[src/rtl/fetch_buffer_pkg.sv]
// Shared types for the instruction fetch buffer: FSM states, port groupings and helpers.
package fetch_buffer_pkg;

  typedef enum logic [0:0] {
    RUN  = 1'b0,
    DROP = 1'b1
  } fetch_state_type;

  // Value shown on out_instr while the queue is empty.
  localparam logic [31:0] NOP = 32'h0;

  typedef struct packed {
    logic        imem_ready;
    logic [31:0] imem_rdata;
    logic        out_ready;
    logic        redirect_valid;
    logic [31:0] redirect_pc;
  } fetch_in_type;

  typedef struct packed {
    logic        imem_valid;
    logic [31:0] imem_addr;
    logic        out_valid;
    logic [31:0] out_instr;
    logic [31:0] out_pc;
  } fetch_out_type;

  function automatic logic [31:0] word_align(input logic [31:0] a);
    return {a[31:2], 2'b00};
  endfunction

endpackage

[src/rtl/fetch_buffer_fifo.sv]
// Small {pc, instr} queue with wrap-bit pointers; flush empties it and overrides push/pop.
module fetch_fifo #(
  parameter int unsigned DEPTH = 4
) (
  input  logic                     clock,
  input  logic                     reset,
  input  logic                     push,
  input  logic                     pop,
  input  logic                     flush,
  input  logic [63:0]              wdata,
  output logic [63:0]              rdata,
  output logic                     full,
  output logic                     empty,
  output logic [$clog2(DEPTH):0]   count
);

  localparam int unsigned AW = $clog2(DEPTH);

  logic [AW:0] head_q, head_d;
  logic [AW:0] tail_q, tail_d;
  logic [63:0] mem_q [DEPTH];
  logic        do_push;
  logic        do_pop;

  always_comb begin
    count   = tail_q - head_q;
    empty   = (head_q == tail_q);
    full    = (head_q[AW-1:0] == tail_q[AW-1:0]) && (head_q[AW] != tail_q[AW]);
    do_push = push & ~full & ~flush;
    do_pop  = pop & ~empty & ~flush;
    rdata   = mem_q[head_q[AW-1:0]];
    head_d  = head_q;
    tail_d  = tail_q;
    if (flush) begin
      head_d = tail_q;
    end else begin
      if (do_push) tail_d = tail_q + (AW+1)'(1);
      if (do_pop)  head_d = head_q + (AW+1)'(1);
    end
  end

  always_ff @(posedge clock) begin
    if (do_push) mem_q[tail_q[AW-1:0]] <= wdata;
  end

  always_ff @(posedge clock) begin
    if (reset) begin
      head_q <= '0;
      tail_q <= '0;
    end else begin
      head_q <= head_d;
      tail_q <= tail_d;
    end
  end

endmodule

[src/rtl/fetch_buffer.sv]
// Instruction fetch/prefetch buffer: issues word fetches, queues responses, feeds decode,
// and discards in-flight responses after a redirect.
module fetch_buffer
  import fetch_buffer_pkg::*;
#(
  parameter int unsigned DEPTH    = 4,
  parameter logic [31:0] RESET_PC = 32'h0
) (
  input  logic            clock,
  input  logic            reset,
  output logic            imem_valid,
  output logic [31:0]     imem_addr,
  input  logic            imem_ready,
  input  logic [31:0]     imem_rdata,
  output logic            out_valid,
  output logic [31:0]     out_instr,
  output logic [31:0]     out_pc,
  input  logic            out_ready,
  input  logic            redirect_valid,
  input  logic [31:0]     redirect_pc,
  output fetch_state_type dbg_state
);

  // Both sides use valid/ready: a transfer happens in any cycle where valid and ready are
  // both high; once imem_valid is raised it stays high with imem_addr stable until imem_ready.

  localparam int unsigned CW = $clog2(DEPTH) + 1;

  fetch_in_type    fin;
  fetch_out_type   fout;
  fetch_state_type state_q, state_d;
  logic [31:0]     req_pc_q, req_pc_d;
  logic [31:0]     tgt_pc_q, tgt_pc_d;
  logic            pending_q, pending_d;
  logic [31:0]     redir_tgt;
  logic            fifo_push, fifo_pop, fifo_flush;
  logic            fifo_full, fifo_empty;
  logic [CW-1:0]   fifo_count;
  logic [63:0]     fifo_rdata;

  assign fin = '{imem_ready:     imem_ready,
                 imem_rdata:     imem_rdata,
                 out_ready:      out_ready,
                 redirect_valid: redirect_valid,
                 redirect_pc:    redirect_pc};

  always_comb begin
    redir_tgt       = word_align(fin.redirect_pc);
    fout.imem_addr  = req_pc_q;
    fout.imem_valid = ~reset & ((state_q == DROP) | ~fifo_full | pending_q);
    fout.out_valid  = (fifo_count != '0);
    fout.out_instr  = fifo_empty ? NOP : fifo_rdata[31:0];
    fout.out_pc     = fifo_empty ? 32'h0 : fifo_rdata[63:32];

    state_d    = state_q;
    req_pc_d   = req_pc_q;
    tgt_pc_d   = tgt_pc_q;
    pending_d  = fout.imem_valid & ~fin.imem_ready;
    fifo_flush = fin.redirect_valid;
    fifo_pop   = fout.out_valid & fin.out_ready;
    fifo_push  = 1'b0;

    if (fin.redirect_valid) begin
      // A presented-but-unanswered request must still complete, so its data gets dropped later.
      if (!fout.imem_valid || fin.imem_ready) begin
        req_pc_d = redir_tgt;
        state_d  = RUN;
      end else begin
        tgt_pc_d = redir_tgt;
        state_d  = DROP;
      end
    end else if (state_q == DROP) begin
      if (fin.imem_ready) begin
        req_pc_d = tgt_pc_q;
        state_d  = RUN;
      end
    end else if (fout.imem_valid && fin.imem_ready) begin
      fifo_push = 1'b1;
      req_pc_d  = req_pc_q + 32'd4;
    end
  end

  always_ff @(posedge clock) begin
    if (reset) begin
      state_q   <= RUN;
      req_pc_q  <= word_align(RESET_PC);
      tgt_pc_q  <= 32'h0;
      pending_q <= 1'b0;
    end else begin
      state_q   <= state_d;
      req_pc_q  <= req_pc_d;
      tgt_pc_q  <= tgt_pc_d;
      pending_q <= pending_d;
    end
  end

  fetch_fifo #(.DEPTH(DEPTH)) u_fifo (
    .clock (clock),
    .reset (reset),
    .push  (fifo_push),
    .pop   (fifo_pop),
    .flush (fifo_flush),
    .wdata ({req_pc_q, fin.imem_rdata}),
    .rdata (fifo_rdata),
    .full  (fifo_full),
    .empty (fifo_empty),
    .count (fifo_count)
  );

  assign imem_valid = fout.imem_valid;
  assign imem_addr  = fout.imem_addr;
  assign out_valid  = fout.out_valid;
  assign out_instr  = fout.out_instr;
  assign out_pc     = fout.out_pc;
  assign dbg_state  = state_q;

endmodule

[config.mk]
export PLATFORM = sky130hd
export DESIGN_NAME = fetch_buffer
export DESIGN_NICKNAME = d
export VERILOG_FILES = /design/src/rtl/fetch_buffer_pkg.sv /design/src/rtl/fetch_buffer_fifo.sv /design/src/rtl/fetch_buffer.sv
export SDC_FILE = /design/constraint.sdc
export NUM_CORES = 1
export LEC_CHECK = 0
export BUFFER_PORTS_ARGS = -buffer_cell sky130_fd_sc_hd__buf_2
export CAP_MARGIN = 20
export CORE_ASPECT_RATIO = 1.5
export CORE_UTILIZATION = 45
export CTS_CLUSTER_SIZE = 10
export DETAILED_ROUTE_END_ITERATION = 8
export GPL_TIMING_DRIVEN = 0
export PLACE_DENSITY = 0.66
export SKIP_CTS_REPAIR_TIMING = 1
export SYNTH_ARGS = -nofsm -noshare
export SYNTH_HDL_FRONTEND = slang
export SYNTH_SLANG_ARGS = --single-unit
[constraint.sdc]
create_clock -name clock -period 10.09 [get_ports clock]
set_clock_uncertainty 0.1 [all_clocks]
set_input_delay 1.5135 -clock clock [delete_from_list [all_inputs] [get_ports clock]]
set_output_delay 1.5135 -clock clock [all_outputs]
set_load 0.05 [all_outputs]
Word level (Yosys, flattened, before mapping)
Memories as Yosys holds them, arrays and structs flattened. A register that Yosys moved wholly into a read port is not among the register bits.
Cells that the tools add are included.
Widths: inputs -> output; s select.
{"block": "op_classes", "add_sub_neg": 4, "n_eq_ne": 5, "muxes": 20, "bitwise": 15, "n_reduce_logical": 10}
{"op": "$mux 32", "n": 7}
{"op": "$add 32x3->32 const B", "n": 1}
{"op": "$mux 1", "n": 9}
{"op": "$and 1x1->1", "n": 7}
{"op": "$add 3x1->3 const B", "n": 2}
{"op": "$mux 3", "n": 2}
{"op": "$not 1->1", "n": 6}
{"op": "$reduce_bool 3->1", "n": 2}
{"op": "$mux 2", "n": 2}
{"op": "$reduce_and 2->1", "n": 2}
{"op": "$eq 3x3->1", "n": 1}
{"op": "$ne 3x3->1 const B", "n": 1}
{"op": "$reduce_and 3->1", "n": 1}
{"op": "$sub 3x3->3", "n": 1}
{"op": "$eq 2x2->1", "n": 1}
{"op": "$logic_and 1x1->1", "n": 2}
{"op": "$ne 2x1->1 const B", "n": 1}
{"op": "$or 1x1->1", "n": 2}
{"op": "$reduce_bool 2->1", "n": 1}
{"op": "$logic_not 1->1", "n": 1}
{"op": "$logic_or 1x1->1", "n": 1}
{"op": "$ne 1x1->1", "n": 1}
{"block": "word_totals", "ff_bits": 70, "ram_bits": 256, "in_bits": 69, "output_inout_bits": 99, "elab_cells": 61, "memories": 1}
{"memory": "u_fifo.mem_q", "words": 4, "width": 64, "rd": 1, "rd_ports_with_merged_regs": 1, "wr": 1, "line": "fetch_buffer_fifo.sv:21", "rtl": "logic [63:0] mem_q [DEPTH];"}

Longest topological paths before layout
Gate-level depths: netlist of run 1.
{"block": "logic_depth", "word_depth": 14, "depth_mapped": 9, "mapped_depth_nobuf": 7}

Cells and area by module
A second synthesis of run 1 with hierarchy kept.
{"block": "unflattened", "hier_cells": 958, "hier_area_um2": 13751.9}
{"mod": "fetch_fifo", "instances": 1, "cells_per_inst": 400, "area_each_um2": 9813.2, "seq_area_each_um2": 7847.5}
{"mod": "fetch_buffer", "instances": 1, "cells_per_inst": 558, "area_each_um2": 3938.8, "seq_area_each_um2": 1241.2}

Worst setup path before layout of run 1
Ideal clock, no wire load.
{"block": "synth_path", "kind": "input -> register", "start": "input port redirect_valid", "end": "memory u_fifo.mem_q[3][0], enable pin", "setup_ps": 428, "arrival_ps": 4111, "required_time_ps": 9562, "path_slack_ps": 5451, "path_stages": 5, "n_path_buf": 2, "path_cell_list": "clkbuf_1 > or2_2 > clkbuf_1 > a311oi_2 > and2_1"}
{"block": "synth_between", "elab_chain_cells": 5, "word_cells_on_any_way": 6, "classes_between": "mux: 3; bitwise: 3"}
{"element": "from (decl)", "line": "fetch_buffer.sv:19", "rtl": "input logic redirect_valid,"}
{"element": "$mux 1", "line": "fetch_buffer.sv:63", "rtl": "if (fin.redirect_valid) begin"}
{"element": "$and 1x1->1", "line": "fetch_buffer_fifo.sv:29", "rtl": "do_push = push & ~full & ~flush;"}
{"element": "$and 1x1->1 *", "line": "fetch_buffer_fifo.sv:29"}
{"element": "$mux 1 *", "line": "fetch_buffer_fifo.sv:43", "rtl": "if (do_push) mem_q[tail_q[AW-1:0]] <= wdata;"}
{"element": "$mux 1 (implied by the code) *", "line": "fetch_buffer_fifo.sv:43"}
{"element": "to (decl)", "line": "fetch_buffer_fifo.sv:21"}
Every way passes the cells marked *; elsewhere a longest branch is shown, timed or not.

Worst setup path after layout of run 1
{"block": "layout_path", "start": "register u_fifo.tail_q[0]", "end": "output port out_pc[28]"}
{"block": "layout_between", "elab_chain_cells": 2}
{"element": "from (decl)", "line": "fetch_buffer_fifo.sv:20", "rtl": "logic [AW:0] tail_q, tail_d;"}
{"element": "from (signal assigned)", "line": "fetch_buffer_fifo.sv:52", "rtl": "tail_q <= tail_d;"}
{"element": "$eq 3x3->1", "line": "fetch_buffer_fifo.sv:27", "rtl": "empty = (head_q == tail_q);"}
{"element": "$mux 32", "line": "fetch_buffer.sv:53", "rtl": "fout.out_pc = fifo_empty ? 32'h0 : fifo_rdata[63:32];"}
{"element": "to (decl)", "line": "fetch_buffer.sv:17", "rtl": "output logic [31:0] out_pc,"}
No other way between the ends.

==> impl_metrics.ini, run 1 <==
[timing]
min_period_ns = 4.85
slew_headroom = 0.311
drv_slew = 0
tightest_slew_ns = 1.03
fmax_mhz = 206
rsz0062_at_grt = no
finalSetupViolCount = 0
fin_crit_sh = 0.481
finalHoldViolations = 0
whs_ns = 0.352
setup_total_negative_slack_ns = 0

[floorplanning]
ioPinCount = 168
dieArea_um2 = 30300
fp.dieW_um = 142
num_rows = 76
start_util = 0.460
core_um2 = 28900
die_y_um = 213

[routing]
drc = 0
ant_nets = 0
first_pass_iters = 5
via_count = 8390
drt_iter0_markers = 485
vias_per_cell = 5.44
wl_um = 31000
wl_per_cell_um = 20.1

[job]
maxCapViolations = 0

[placed_design]
place_congestion = 0.927
dp_hpwl_um = 21000
portBuffers = 159
placedCellCount = 1488

[setup_path]
critPathArrivalTime_ns = 3.24
crit_path_start_kind = flop
required_ns = 8.48
worstSetupEndpointType = output port
cp_max_fo = 10
path_class = flop to output port

[clocking]
cts_tree = yes
clock_latency_ns = 0.52
clk_path_buf_depth = 3
cts-root-buf = clkbuf_16
cts_max_level = 2
numCtsBuffers = 37
cts_sinks = 318
cts.clk_slew.worst_paths_ns = 0.06

[global_route]
global_route.usage.total = 0.210
grt_pass1_vias = 8533
grt_pass1_wl_um = 47500
grt_overflow_total = 0
antenna_found_initial = 0
grt_start_max_net_pins = 38

[outcome]
outcome = finished clean

[worst_hold_path]
hold_class = flop to flop

[logic_synthesis]
synth_edf_count = 248
synth_warnings = 0
postSynthAreaPerCell_um2 = 14.3
seq_area_frac_synth = 0.665
synth_seq_cells = 318
syn-cell-area_um2 = 13300
yosysUniqueCellTypes = 61
postSynthCellCount = 932
synth_ff_type = edfxtp_1
async_flop_share = 0

[final_layout]
antennaDiodeCount = 0
drive_gt1_frac = 0.263
final_cells = 1542
final_nets = 1214
final_util = 0.544
area_delta_synth_final_pct = 18.3

[power]
p_leak_nw = 5.39
powerDensity_nw_per_um2 = 194
vdd_drop_max_v = 0.000115
## final timing paths
check,slack [ns],start,endpoint,cells past startpoint
setup reg to reg,7.17,dbg_state$_SDFF_PP0_,u_fifo.mem_q[3][28]$_DFFE_PP_,5
hold / removal,0.35,tgt_pc_q[11]$_SDFFE_PP0P_,tgt_pc_q[11]$_SDFFE_PP0P_,2
hold reg to reg,0.35,tgt_pc_q[11]$_SDFFE_PP0P_,tgt_pc_q[11]$_SDFFE_PP0P_,2
setup / recovery,5.24,u_fifo.tail_q[0]$_SDFFE_PP0P_,out_pc[28],7
## report_power, final
part	internal [mW]	switching [mW]	total (mW)
combinational	0.118	0.283	0.401
clock	0.699	0.484	1.18
sequential	1.44	0.0298	1.47
## through the flow
stage | power (mW) | setup slack, ns | instance area [µm²]
after CTS | 3.08 | 5.14 | 15700
after detailed placement | 1.90 | 5.68 | 14700
after global routing | 3.16 | 5.07 | 15700
after floorplan | 1.78 | 5.45 | 13300
after global placement | 1.90 | 3.84 | 14600
final | 3.05 | 5.24 | 15700
## cell type report
class                           instances  area (µm²)
Timing Repair Buffer                  163         883
Buffer                                 63         278
Sequential cell                       318        8850
Fill cell                            2448       13200
Tap cell                              390         488
Clock inverter                          1        8.76
Multi-Input combinational cell        534        4130
Clock buffer                           53        1030
Inverter                               20        75.1
## cells in the mapped netlist, drive strengths merged, types with 6 or more instances
library cell  count  area, µm²
mux4             62       1400
nand2           115        432
o31a              6       52.6
nor2             32        120
o21ai            34        170
edfxtp          248       7450
o32ai            12        135
dfxtp            70       1400
a211oi            8       82.6
inv              20       75.1
buf              20        116
nor3              9       66.3
nand3            17       85.1
xnor2             6       52.6
a21oi            74        370
ha                8        100
clkbuf           43        161
nand4            11       68.8
nor2b            70        438
mux2i             6       60.1
and2              8       50.1
## kinds of logic (layout without fill, tap and decap cells)
group / count (synthesis) / count (layout) / share of synthesized area
AO/OA/AOI/OAI: 158 / 158 / 0.0762
buffers and inverters: 83 / 300 / 0.0265
AND/OR/NAND/NOR: 284 / 284 / 0.107
multiplexers: 69 / 69 / 0.110
XOR/XNOR: 11 / 11 / 0.00780
adder cells (fa/ha/maj): 8 / 8 / 0.00752
flip-flops: 318 / 318 / 0.665
other: 1 / 4 / 0.000282
## cells in the final DEF, fill, tap and decap left out, types with 11 or more instances in the layout
master     Yosys  routed
a21oi_1       74      74
buf_2          9     168
clkbuf_1      43      57
clkbuf_16      0      39
dfxtp_1       70      70
edfxtp_1     248     248
inv_1         20      20
mux4_2        62      62
nand2_1      115     115
nand3_1       17      17
nand4_1       11      11
nor2_1        32      32
nor2b_1       70      70
o21ai_0       34      34
## flip-flops by register name, indices dropped and copies added (netlist names), named ones only
register	count
pending_q	1
u_fifo.tail_q	3
tgt_pc_q	30
imem_addr	30
dbg_state	1
u_fifo.head_q	3
u_fifo.mem_q	248
## per-layer routing
metal	up-vias	GRT usage	wire length (µm)
li1	3920	-	-
met1	4117	0.244	11900
met2	284	0.373	16200
met3	69	0.0385	1740
met4	0	0.102	1170
met5	-	0	0
## critical path: stages, from the launching register on
cell and delay [ns]:
dfxtp_1 0.39, inv_1 0.12, ha_1 0.39, nand2_1 0.12, nor2_1 0.80, clkbuf_1 0.49, nor2b_1 0.16, buf_2 0.25
(Power assumes the default switching activity.)
==> run 2: changes to the inputs <==
--- a/config.mk
+++ b/config.mk
@@ -5,6 +5,7 @@
 export SDC_FILE = /design/constraint.sdc
 export NUM_CORES = 1
 export LEC_CHECK = 0
+export ABC_AREA = 1
 export BUFFER_PORTS_ARGS = -buffer_cell sky130_fd_sc_hd__buf_2
 export CAP_MARGIN = 20
 export CORE_ASPECT_RATIO = 1.5
@@ -12,7 +13,7 @@
 export CTS_CLUSTER_SIZE = 10
 export DETAILED_ROUTE_END_ITERATION = 8
 export GPL_TIMING_DRIVEN = 0
-export PLACE_DENSITY = 0.66
+export PLACE_DENSITY = 0.68
 export SKIP_CTS_REPAIR_TIMING = 1
 export SYNTH_ARGS = -nofsm -noshare
 export SYNTH_HDL_FRONTEND = slang
==> constraint.sdc (replaced) <==
create_clock -name clock -period 4.46 [get_ports clock]
set_clock_uncertainty 0.1 [all_clocks]
set_input_delay 0.669 -clock clock [delete_from_list [all_inputs] [get_ports clock]]
set_output_delay 0.669 -clock clock [all_outputs]
set_load 0.05 [all_outputs]
==> impl_metrics.ini, run 2 <==
[placed_design]
preCtsSetupSlack_ns = 1.34
place_congestion = 0.902
portBuffers = 160
dp_hpwl_um = 25100
place_area_um2 = 15200

[final_layout]
final_util = 0.546
area_delta_synth_final_pct = 18.5
final_common_cell = nor2_1
drive_gt1_frac = 0.172
layout_common_cells = nor2_1 (373), edfxtp_1 (248), nand2_1 (183), buf_2 (181), o21ai_0 (169)
final_nets = 1693
largest_reg_flops = 248
fin_area_um2 = 16300
antennaDiodeCount = 0

[logic_synthesis]
synthTopCellsByCount = nor2_1 (376), edfxtp_1 (248), nand2_1 (183)
postSynthCellCount = 1406
synth.most_common_cell = nor2_1
async_flop_share = 0
synth_seq_cells = 318
ys_top_cells_by_area = edfxtp_1 (54%), nor2_1 (10%), dfxtp_1 (10%)
syn-cell-area_um2 = 13700
postSynthAreaPerCell_um2 = 9.76
yosysTopAreaCell = edfxtp_1
synth_edf_count = 248
synth_ff_type = edfxtp_1
synth_warnings = 0
seq_area_frac_synth = 0.645
yosysTopAreaCellShare = 0.543
yosysUniqueCellTypes = 34

[routing]
wl_per_cell_um = 17.8
first_pass_iters = 7
drt_iter0_markers = 709
vias_per_cell = 5.21
wl_um = 36000
via_count = 10554
ant_nets = 0
drc = 0

[floorplanning]
num_rows = 77
core_um2 = 29800
start_util = 0.461
ioPinCount = 168
fp.dieW_um = 145
die_y_um = 216
dieArea_um2 = 31200

[worst_hold_path]
holdPathEnd = u_fifo.mem_q[1][22]$_DFFE_PP_
hp-start = imem_rdata[22]
hold_class = primary input to flop
hold_depth = 1

[global_route]
global_route.usage.total = 0.234
antenna_found_initial = 0
grt_pass1_vias = 10461
grt_overflow_total = 0
grt_start_max_net_pins = 31
grt_pass1_wl_um = 54700

[timing]
finalHoldViolations = 0
rsz0062_at_grt = no
fmax_mhz = 275
fin_crit_sh = 0.815
slew_headroom = 0.558
min_period_ns = 3.63
post-route-worst-setup-slack_ns = 0.827
finalSetupViolCount = 0
drv_slew = 0
whs_ns = 0.273
tightest_slew_ns = 0.662

[setup_path]
critPathArrivalTime_ns = 2.86
reg2reg_depth = 11
rrSetupSlack_ns = 1.51
required_ns = 3.69
reg2reg_to = u_fifo.mem_q[2][21]$_DFFE_PP_
worstSetupEndpointType = output port
crit_path_start_kind = flop
path_class = flop to output port
cp_max_fo = 10
reg2reg_from = u_fifo.tail_q[0]$_SDFFE_PP0P_

[job]
maxCapViolations = 0

[power]
finalPower_mw = 7.70
vdd_drop_max_v = 0.000296
p_leak_nw = 6.14
powerDensity_nw_per_um2 = 473

[clocking]
cts_sinks = 318
cts_max_level = 2
cts-root-buf = clkbuf_16
numCtsBuffers = 37
clock_latency_ns = 0.52
cts.clk_slew.worst_paths_ns = 0.06
cts_tree = yes
clk_path_buf_depth = 3

[outcome]
outcome = finished clean
-- run 2: cell families (layout without fill, tap and decap cells) --
family / count (synthesis) / after routing / synth area share
simple gates: 632 / 632 / 0.187
flops: 318 / 318 / 0.645
compound gates: 310 / 310 / 0.116
buf+inv: 133 / 353 / 0.0421
fa+ha+maj: 8 / 8 / 0.00730
xor+xnor: 4 / 4 / 0.00255
other cells: 1 / 4 / 0.000273
-- run 2: where the power goes --
part / total, mW / internal [mW] / switching (mW)
combinational: 1.66 / 0.377 / 1.29
clock: 2.66 / 1.59 / 1.08
sequential: 3.37 / 3.28 / 0.0842
-- run 2: worst max-delay path, cell delays in order, from the launching register on --
cell and delay (ns):
dfxtp_1 0.40, inv_1 0.13, ha_1 0.30, nand2_1 0.06
inv_1 0.10, nand3_1 0.16, inv_2 0.25, clkbuf_1 0.47
a21oi_1 0.19, buf_2 0.26
-- run 2: stage by stage --
step | cells | TNS [ns]
3_5_place_dp | 1972 | 0
5_1_grt | 2024 | 0
4_1_cts | 2024 | 0
6_report | 2024 | 0
2_1_floorplan | 1409 | -81.80
3_3_place_gp | 1964 | -400.92
-- run 2: area by class of cell --
| type | count | area, µm² |
|---|---|---|
| buffer | 80 | 379 |
| fill | 2633 | 13500 |
| timing repair buffer | 168 | 961 |
| inverter | 53 | 199 |
| clock inverter | 1 | 8.76 |
| multi-input combinational | 958 | 4330 |
| tap | 395 | 494 |
| sequential | 318 | 8850 |
| clock buffer | 51 | 1030 |
-- run 2: worst max path at each step --
stage	start	depth (start not counted)	endpoint
finish	u_fifo.tail_q[0]$_SDFFE_PP0P_	9	out_pc[14]
global placement	reset	7	u_fifo.mem_q[2][24]$_DFFE_PP_
CTS	u_fifo.tail_q[0]$_SDFFE_PP0P_	9	out_pc[18]
detailed placement	u_fifo.tail_q[0]$_SDFFE_PP0P_	9	out_pc[18]
floorplan	dbg_state$_SDFF_PP0_	7	u_fifo.mem_q[0][0]$_DFFE_PP_
global route	u_fifo.tail_q[0]$_SDFFE_PP0P_	9	out_pc[18]
-- run 2: per-layer routing --
metal,track usage,share of wire,vias to the layer above
met5,0,0,-
met4,0.115,0.043,0
met3,0.0333,0.052,88
met2,0.435,0.53,359
met1,0.252,0.37,4934
li1,-,-,5173
==> run 3: changes to the inputs <==
--- a/config.mk
+++ b/config.mk
@@ -13,7 +13,7 @@
 export CTS_CLUSTER_SIZE = 10
 export DETAILED_ROUTE_END_ITERATION = 8
 export GPL_TIMING_DRIVEN = 0
-export PLACE_DENSITY = 0.68
+export PLACE_DENSITY = 0.65
 export SKIP_CTS_REPAIR_TIMING = 1
 export SYNTH_ARGS = -nofsm -noshare
 export SYNTH_HDL_FRONTEND = slang
==> constraint.sdc (replaced) <==
create_clock -name clock -period 3.65 [get_ports clock]
set_clock_uncertainty 0.1 [all_clocks]
set_input_delay 0.5475 -clock clock [delete_from_list [all_inputs] [get_ports clock]]
set_output_delay 0.5475 -clock clock [all_outputs]
set_load 0.05 [all_outputs]
==> impl_metrics.ini, run 3 (synthesis results as in run 2) <==
[outcome]
outcome = finished clean

[final_layout]
fillers = 2637
drive_gt1_frac = 0.174
final_common_cell = nor2_1
layout_common_cells = nor2_1 (373), edfxtp_1 (248), nand2_1 (183), buf_2 (181), o21ai_0 (169)
largest_reg_flops = 248
final_nets = 1693
area_delta_synth_final_pct = 18.5

[routing]
wl_met1_um = 13700
wl_met2_um = 18900
via_count = 10429
drt_iter0_markers = 564
dr_wl_met3_um = 1750
ant_nets = 0
wl_per_cell_um = 17.7
wl_um = 35900
first_pass_iters = 5
vias_per_cell = 5.15
drc = 0
highest_layer = met4

[setup_path]
path_buf_inv = 5
crit_path_start_kind = flop
cp_max_fo = 10
critPathArrivalTime_ns = 2.79
worstSetupEndpointType = output port
slowest_stage = clkbuf_1
worst_path_most_repeated_cell = inv_1
path_class = flop to output port
cpPeakStageDelay_ns = 0.47
rrSetupSlack_ns = 0.64
worst-path-stages = 9
reg2reg_depth = 11
reg2reg_from = u_fifo.tail_q[0]$_SDFFE_PP0P_
crit_path_start = u_fifo.tail_q[0]$_SDFFE_PP0P_
path_delay_family = buffers and inverters
required_ns = 3.00
crit_chain = inv_1 -> ha_1 -> nand2_1 -> inv_1 -> nand3_1 -> inv_2 -> clkbuf_1 -> a21oi_1 -> buf_2

[clocking]
cts_sinks = 318
cts_max_level = 2
clk_path_buf_depth = 3
cts.clk_slew.worst_paths_ns = 0.05
numCtsBuffers = 37
cts-root-buf = clkbuf_16
clock_latency_ns = 0.52
cts_tree = yes

[timing]
finalHoldViolations = 0
min_period_ns = 3.44
rsz0062_at_grt = no
fmax_mhz = 291
setup_total_negative_slack_ns = 0
fin_crit_sh = 0.943
slew_headroom = 0.550
drv_slew = 0
tightest_slew_ns = 0.675
finalSetupViolCount = 0

[global_route]
antenna_found_initial = 1
grt_pass1_wl_um = 54700
grt_start_max_net_pins = 30
global_route.usage.total = 0.234
grt_pass1_vias = 10282
grt_overflow_total = 0

[floorplanning]
die_y_um = 216
start_util = 0.461
num_rows = 77
fp.dieW_um = 145
core_um2 = 29800
dieArea_um2 = 31200
ioPinCount = 168

[power]
sequentialPowerShare = 0.437
p_leak_nw = 6.14
p_sw_frac = 0.320
comb_power_share = 0.216
p_int_mw = 6.40
netSwitchingPower_mw = 3.01
powerDensity_nw_per_um2 = 579
clock_power_share = 0.347
vdd_drop_max_v = 0.000384
finalPower_mw = 9.42

[worst_hold_path]
hp-start = imem_rdata[20]
hold_class = primary input to flop
hold_depth = 1

[placed_design]
portBuffers = 160
dp_hpwl_um = 24900
place_congestion = 0.918

[job]
maxCapViolations = 0
[run 3: layer usage]
metal | global-route usage | vias up
li1 | - | 5182
met1 | 0.265 | 4854
met2 | 0.421 | 314
met3 | 0.0322 | 79
met4 | 0.118 | 0
met5 | 0 | -
[run 3: worst paths after layout]
check | endpoint
worst max-delay path | out_instr[1]
worst min-delay path | u_fifo.mem_q[3][20]$_DFFE_PP_
worst max register to register | u_fifo.mem_q[3][28]$_DFFE_PP_
worst min register to register | tgt_pc_q[4]$_SDFFE_PP0P_
[run 3: metrics by stage]
step | worst slack (ns) | area [µm²] | utilization | instances | hold slack, ns
3_5_place_dp | 0.601 | 15200 | 0.511 | 1972 | 0.351
6_report | 0.209 | 16300 | 0.546 | 2027 | 0.139
4_1_cts | 0.0511 | 16300 | 0.546 | 2026 | 0.117
5_1_grt | 0.00439 | 16300 | 0.546 | 2027 | 0.133
2_1_floorplan | -0.250 | 13700 | - | 1409 | 0.329
3_3_place_gp | -1.26 | 15000 | 0.505 | 1964 | 0.341
[run 3: power by group through the flow]
stage	Clock (mW)	Combinational, mW	Sequential, mW
final	3.27	2.04	4.11
after global routing	3.44	2.18	4.12
after CTS	3.32	2.05	4.11
after detailed placement	0	2.04	4.18
after global placement	0	2.02	4.18
after floorplan	0	1.37	4.24
[run 3: area by class of cell]
cell class / instances / area (µm²) / area share
timing repair buffer: 168 / 961 / 0.0591
sequential: 318 / 8850 / 0.544
inverter: 53 / 199 / 0.0122
clock inverter: 1 / 8.76 / 0.000539
tap: 395 / 494 / 0.0304
clock buffer: 53 / 1030 / 0.0633
antenna: 1 / 2.50 / 0.000154
buffer: 80 / 383 / 0.0235
multi-input combinational: 958 / 4330 / 0.267
